<file path="src/rtl/imem_loader_pkg.sv">
// Shared definitions for the boot-time instruction-memory loader.
// Frame state encodings are reused by the bench.
package imem_loader_pkg;

    typedef enum logic [2:0] {
        HDR0 = 3'd0,
        HDR1 = 3'd1,
        DATA = 3'd2,
        CSUM = 3'd3,
        DONE = 3'd4,
        ERR  = 3'd5
    } state_t;

    localparam int CNT_W = 16;

endpackage

</file>
<file path="src/rtl/imem_loader_byte_to_word.sv">
// Little-endian byte-to-word assembler: byte k lands in bits [8k+7:8k].
// word_valid fires in the cycle the fourth byte is taken.
module imem_loader_byte_to_word (
    input  logic        clk,
    input  logic        reset,
    input  logic        take,
    input  logic [7:0]  in_byte,
    output logic        word_valid,
    output logic [31:0] word
);

    logic [1:0]  idx;
    logic [23:0] part;

    always_ff @(posedge clk or negedge reset) begin
        if (!reset) begin
            idx  <= 2'd0;
            part <= 24'd0;
        end else if (take) begin
            idx <= idx + 2'd1;
            if (idx != 2'd3)
                part[{idx, 3'b000} +: 8] <= in_byte;
        end
    end

    assign word_valid = take && (idx == 2'd3);
    assign word       = {in_byte, part};

endmodule

</file>
<file path="src/rtl/imem_loader.sv">
// Framed byte-stream loader for instruction memory; holds the core in
// reset until the image is written and its XOR checksum verified.
module imem_loader
    import imem_loader_pkg::*;
#(
    parameter int          ADDR_W    = 10,
    parameter logic [31:0] BASE_ADDR = 32'h0000_0000
) (
    input  logic        clk,
    input  logic        reset,
    input  logic        byte_valid,
    input  logic [7:0]  byte_data,
    output logic        byte_ready,
    output logic        imem_we,
    output logic [31:0] imem_addr,
    output logic [31:0] imem_wdata,
    output logic        core_reset,
    output logic        load_done,
    output logic        load_err
);

    localparam logic [32:0] DEPTH = 33'd1 << ADDR_W;

    state_t             state;
    logic [7:0]         cnt_lo;
    logic [7:0]         acc;
    logic [CNT_W-1:0]   remaining;
    logic [31:0]        next_addr;
    logic               accept;
    logic               take;
    logic               word_valid;
    logic [31:0]        word;
    logic [CNT_W-1:0]   n;

    // Gate with reset so the source sees no ready while reset is held.
    assign byte_ready = reset && (state != DONE) && (state != ERR);
    assign accept     = byte_valid && byte_ready;
    assign take       = accept && (state == DATA);
    assign n          = {byte_data, cnt_lo};

    imem_loader_byte_to_word u_b2w (
        .clk        (clk),
        .reset      (reset),
        .take       (take),
        .in_byte    (byte_data),
        .word_valid (word_valid),
        .word       (word)
    );

    always_ff @(posedge clk or negedge reset) begin
        if (!reset) begin
            state      <= HDR0;
            cnt_lo     <= 8'd0;
            acc        <= 8'd0;
            remaining  <= '0;
            next_addr  <= BASE_ADDR;
            imem_we    <= 1'b0;
            imem_addr  <= BASE_ADDR;
            imem_wdata <= 32'd0;
            core_reset <= 1'b1;
            load_done  <= 1'b0;
            load_err   <= 1'b0;
        end else begin
            imem_we <= word_valid;
            if (word_valid) begin
                imem_addr  <= next_addr;
                imem_wdata <= word;
                next_addr  <= next_addr + 32'd4;
            end
            if (accept) begin
                unique case (state)
                    HDR0: begin
                        cnt_lo <= byte_data;
                        acc    <= acc ^ byte_data;
                        state  <= HDR1;
                    end
                    HDR1: begin
                        acc       <= acc ^ byte_data;
                        remaining <= n;
                        if ({17'd0, n} > DEPTH) begin
                            state    <= ERR;
                            load_err <= 1'b1;
                        end else if (n == '0) begin
                            state <= CSUM;
                        end else begin
                            state <= DATA;
                        end
                    end
                    DATA: begin
                        acc <= acc ^ byte_data;
                        if (word_valid) begin
                            remaining <= remaining - 1'b1;
                            if (remaining == 16'd1)
                                state <= CSUM;
                        end
                    end
                    CSUM: begin
                        if (byte_data == acc) begin
                            state      <= DONE;
                            load_done  <= 1'b1;
                            core_reset <= 1'b0;
                        end else begin
                            state    <= ERR;
                            load_err <= 1'b1;
                        end
                    end
                    default: ;
                endcase
            end
        end
    end

endmodule
</file>
<file path="config.mk">
export PLATFORM = sky130hd
export DESIGN_NAME = imem_loader
export DESIGN_NICKNAME = d
export VERILOG_FILES = /design/src/rtl/imem_loader_pkg.sv /design/src/rtl/imem_loader_byte_to_word.sv /design/src/rtl/imem_loader.sv
export SDC_FILE = /design/constraint.sdc
export NUM_CORES = 1
export LEC_CHECK = 0
export BUFFER_PORTS_ARGS = -buffer_cell sky130_fd_sc_hd__clkbuf_2
export CAP_MARGIN = 15
export CORE_MARGIN = 1.5
export CORE_UTILIZATION = 30
export CTS_CLUSTER_DIAMETER = 120
export CTS_CLUSTER_SIZE = 8
export DETAILED_ROUTE_END_ITERATION = 8
export PLACE_DENSITY_LB_ADDON = 0.1
export SLEW_MARGIN = 5
export SYNTH_ARGS = -nofsm -noshare
export SYNTH_HDL_FRONTEND = slang
export SYNTH_SLANG_ARGS = --single-unit
</file>
<file path="constraint.sdc">
create_clock -name clk -period 4.41 [get_ports clk]
set_input_delay 1.323 -clock clk [delete_from_list [all_inputs] [get_ports clk]]
set_output_delay 1.323 -clock clk [all_outputs]
set_load 0.02 [all_outputs]
</file>
* After elaboration in Yosys (flattened, before gate mapping) *
Cells that the tools add are included.

word-level totals
  register bits = 161
  output and inout port bits = 69
  logic and storage cells = 64

operators by class
  add/sub/neg operators = 4
  magnitude comparators = 1
  equality and inequality tests = 13
  shift operators = 2
  multiplexer cells = 12
  bitwise gates (word level) = 1
  reductions and logical operators = 18

operators by type and width
  kind                    number
  $add 32x3->32 const B   1
  $pmux 16 s2             1
  $bwmux 24               1
  $shift 8x7->24 const A  1
  $shiftx 8x7->24         1
  $eq 16x1->1 const B     1
  $gt 16x11->1 const B    1
  $logic_not 16->1        1
  $mux 16                 1
  $sub 16x1->16 const B   1
  $pmux 3 s4              1
  $mux 3                  3
  $eq 8x8->1              1
  $ne 2x2->1 const B      4
  $reduce_and 4->1        2
  $xor 8x8->8             1
  $neg 5->7               1
  $eq 3x2->1 const B      2
  $ne 3x3->1 const B      2
  $reduce_and 2->1        3
  $reduce_and 3->1        2
  $logic_and 1x1->1       5
  $mux 1                  4
  $reduce_bool 2->1       2
  other kinds (8)         8

* Longest topological paths before layout *
  word-level depth = 8
  depth in mapped cells = 7
  depth with buffers taken out = 6

* Cells and area by module *
Synthesis repeated with hierarchy kept, for this count alone.

second synthesis, totals
  cell total of the unflattened synthesis = 603
  area, all modules = 7,176.9 um2

modules (own cells, without submodules)
  module                    times used  cells each  area an instance (um2)  sequential area each (um2)
  imem_loader               1           475         5,775.5                 3,279.4
  imem_loader_byte_to_word  1           128         1,401.3                 650.6

* Least setup slack after synthesis *
OpenSTA, ideal clock, no wires.

  path kind = input-to-output
  start = in reset
  end = out byte_ready
  arrival = 1.549 ns
  required time = 3.087 ns
  setup slack = 1.538 ns
  cell stages on the path = 1
  path buffers = 0
  cells stage by stage = and2_1

on the way
  word-level cells in the longest chain between the ends = 2

RTL lines
  element                          RTL line           source
  start, declared                  imem_loader.sv:10  input logic reset,
  $logic_and 1x1->1 (2 in series)  imem_loader.sv:36  assign byte_ready = reset && (state != DONE) && (state != ERR);
  end, declared                    imem_loader.sv:13  output logic byte_ready,

Every way passes these cells.

* Worst setup path in the final report *
Ends and elaborated chain as after synthesis.

==> results.toml <==
[clocking]
cts_setup_buffers = 0
cts_tree = "yes"
cts.htree.levels = 4
clockBufferDepth = 2
numCtsBuffers = 17
cts.repair.resized = 0
clock_sinks = 157
root_buffer = "clkbuf_16"
path_clk_slew_ns = 0.06
clk_latency_ns = 0.42
holdBufCountCts = 0

[yosys]
synth_ff_type = "dfrtp_1"
synth_area_per_cell_sq_um = 12.0
yosys_warnings = 0
seq_area_frac_synth = 0.543
synth_cells = 602
syn_area_sq_um = 7240
synth.distinct_cells = 64
synthArstFlopShare = 1.00
synth_edf_count = 0
ys_seq_elements = 157

[routing]
vias = 4777
drc = 0
wl_microns = 16600
drt_first_iter_violations = 170
firstDrtPassIters = 4
vias_per_cell = 4.75
drt.antenna.violating_nets = 0
wl_per_cell_microns = 16.5

[final_layout]
nNetsFinal = 691
layout-drive-gt1-share = 0.295
final_common_cell = "dfrtp_1"
layout_common_cells = "dfrtp_1 (156), clkbuf_2 (76), mux2_2 (56)"
stdcell_area_sq_um = 8480
syn_to_final_growth_pct = 17.1
post-route-util = 0.360
fillers = 2360
final_cells = 1005

[worst_setup_path]
critPathLaunchType = "primary input"
crit_end = "byte_ready"
slowest_stage = "buf_6"
path_depth = 3
path_max_fanout = 23
crit_required_ns = 3.09
timing.critical_path.buf_inv = 2
path_class = "in -> out"
worstSetupStartpoint = "reset"
slowest_delay_ns = 0.21
rr_endpoint = "imem_wdata[1]$_DFFE_PN0P_"
cp_cell_sequence = "buf_6 -> and2_1 -> clkbuf_2"
crit_path_end_kind = "primary output"
rrSetupSlack_ns = 1.85
reg2reg_from = "u_b2w.idx[0]$_DFFE_PN0P_"
cpLargestDelayFamily = "buffers and inverters"
r2r_cells = 5
arrival_ns = 1.93

[die]
core-area_sq_um = 23500
initial_utilization = 0.307
die_area_sq_um = 25100
num_io_pins = 80
rows = 56
die_h_microns = 158
die-width_microns = 158

[timing]
rsz0062_at_grt = "no"
slew_viol_final = 0
period_share = 0.737
post-route-min-period_ns = 3.25
slew-limit-headroom = 0.226
hold_ws_ns = 0.468
setup_total_negative_slack_ns = 0
fmax_mhz = 308
finalSetupViolCount = 0
final.setup.worst_slack_ns = 1.16
finalHoldViolCount = 0
skew_ns = 0.0103
worst_pin_slew_ns = 1.15

[grt]
grt_max_degree = 84
antenna_found_initial = 0
grt_usage = 0.142
grt_pass1_wl_microns = 27100
first_global_vias = 4975
gr-total-overflow = 0

[placed_design]
dp_slack_ns = 0.979
post-dp-hpwl_microns = 11300
numPortBuffers = 77
dp.cells = 970
gp_congestion = 0.750
placed_area_sq_um = 7850

[pwr]
power_density_nw_per_um2 = 443
ir_worst_vdd_v = 0.000219
power_mw = 3.75
leakage_nw = 4.13

[run_status]
status = "finished clean"

[flow_run]
drv_cap = 0

[min_path]
min_path_type = "reg -> reg"
-- worst min path at each step --
stage / from / end / slack (ns) / cells after the start
after detailed placement: core_reset$_DFFE_PN1P_ / core_reset$_DFFE_PN1P_ / 0.46 / 1
after floorplan: next_addr[31]$_DFFE_PN0P_ / next_addr[31]$_DFFE_PN0P_ / 0.44 / 1
after CTS: core_reset$_DFFE_PN1P_ / core_reset$_DFFE_PN1P_ / 0.47 / 1
final: core_reset$_DFFE_PN1P_ / core_reset$_DFFE_PN1P_ / 0.47 / 1
after global placement: core_reset$_DFFE_PN1P_ / core_reset$_DFFE_PN1P_ / 0.45 / 1
after global routing: core_reset$_DFFE_PN1P_ / core_reset$_DFFE_PN1P_ / 0.47 / 1
-- area by class of cell --
class | instances | area, sq um | area share
Timing Repair Buffer | 84 | 462 | 0.0545
Inverter | 35 | 131 | 0.0155
Tap cell | 319 | 399 | 0.0471
Clock inverter | 10 | 139 | 0.0164
Antenna cell | 1 | 2.50 | 0.000295
Sequential cell | 157 | 3930 | 0.464
Clock buffer | 22 | 454 | 0.0536
Multi-Input combinational cell | 377 | 2960 | 0.349
-- worst register-to-register path, delay by kind of cell (launching register included) --
kind                     cells  cell delay (ns)
flip-flops                   1             0.44
adder cells (fa/ha/maj)      1             0.40
buffers and inverters        1             0.51
AND/OR/NAND/NOR              2             0.66
multiplexers                 1             0.43
-- kinds of logic (layout without fill, tap and decap cells) --
| group | count (synthesis) | after routing | share of synthesized area |
|---|---|---|---|
| compound gates | 92 | 92 | 0.0773 |
| xor+xnor | 46 | 46 | 0.0557 |
| fa+ha+maj | 8 | 8 | 0.0138 |
| buf+inv | 69 | 151 | 0.0487 |
| flops | 157 | 157 | 0.543 |
| mux | 71 | 71 | 0.117 |
| other cells | 1 | 3 | 0.000518 |
| simple gates | 158 | 158 | 0.144 |
-- layer usage --
| layer | share of wire | vias up | global-route usage |
|---|---|---|---|
| li1 | - | 2291 | - |
| met1 | 0.48 | 2374 | 0.192 |
| met2 | 0.47 | 103 | 0.227 |
| met3 | 0.044 | 9 | 0.0308 |
| met4 | 0.010 | 0 | 0.0449 |
| met5 | 0 | - | 0 |
-- where the power goes --
group	switching, mW	total (mW)	internal [mW]	leakage (nW)
registers	0.183	1.79	1.60	1.99
logic	0.265	0.475	0.210	1.85
clock network	0.584	1.49	0.907	0.288
total	1.03	3.75	2.72	4.13
-- sequential cells by signal, summed over array words and instances (netlist names) --
signal / count
state: 3
cnt_lo: 8
acc: 8
load_err: 1
imem_addr: 30
imem_wdata: 32
core_reset: 1
load_done: 1
u_b2w.idx: 2
next_addr: 30
remaining: 16
imem_we: 1
u_b2w.part: 24
-- Yosys cell counts (3+ instances only) --
library cell / number / area share
clkbuf_1: 12 / 0.0062
nor2_1: 15 / 0.0078
a31oi_1: 5 / 0.0043
mux2_4: 13 / 0.027
nor3b_1: 4 / 0.0041
nand4_1: 15 / 0.013
nand3_1: 38 / 0.026
a21oi_1: 13 / 0.0090
buf_4: 9 / 0.0093
nor4b_4: 4 / 0.013
a22oi_1: 5 / 0.0052
buf_6: 7 / 0.011
o2bb2ai_1: 3 / 0.0036
nor4_1: 8 / 0.0069
xor2_1: 16 / 0.019
xnor2_1: 30 / 0.036
nor3_1: 14 / 0.0097
o21ai_0: 47 / 0.032
nand2_1: 23 / 0.012
mux2_2: 56 / 0.087
inv_1: 34 / 0.018
or4_1: 3 / 0.0031
and3_1: 8 / 0.0069
dfrtp_1: 156 / 0.54
and2_1: 3 / 0.0026
buf_2: 6 / 0.0041
ha_1: 8 / 0.014
Note: power is estimated with default switching activity, not from simulation.
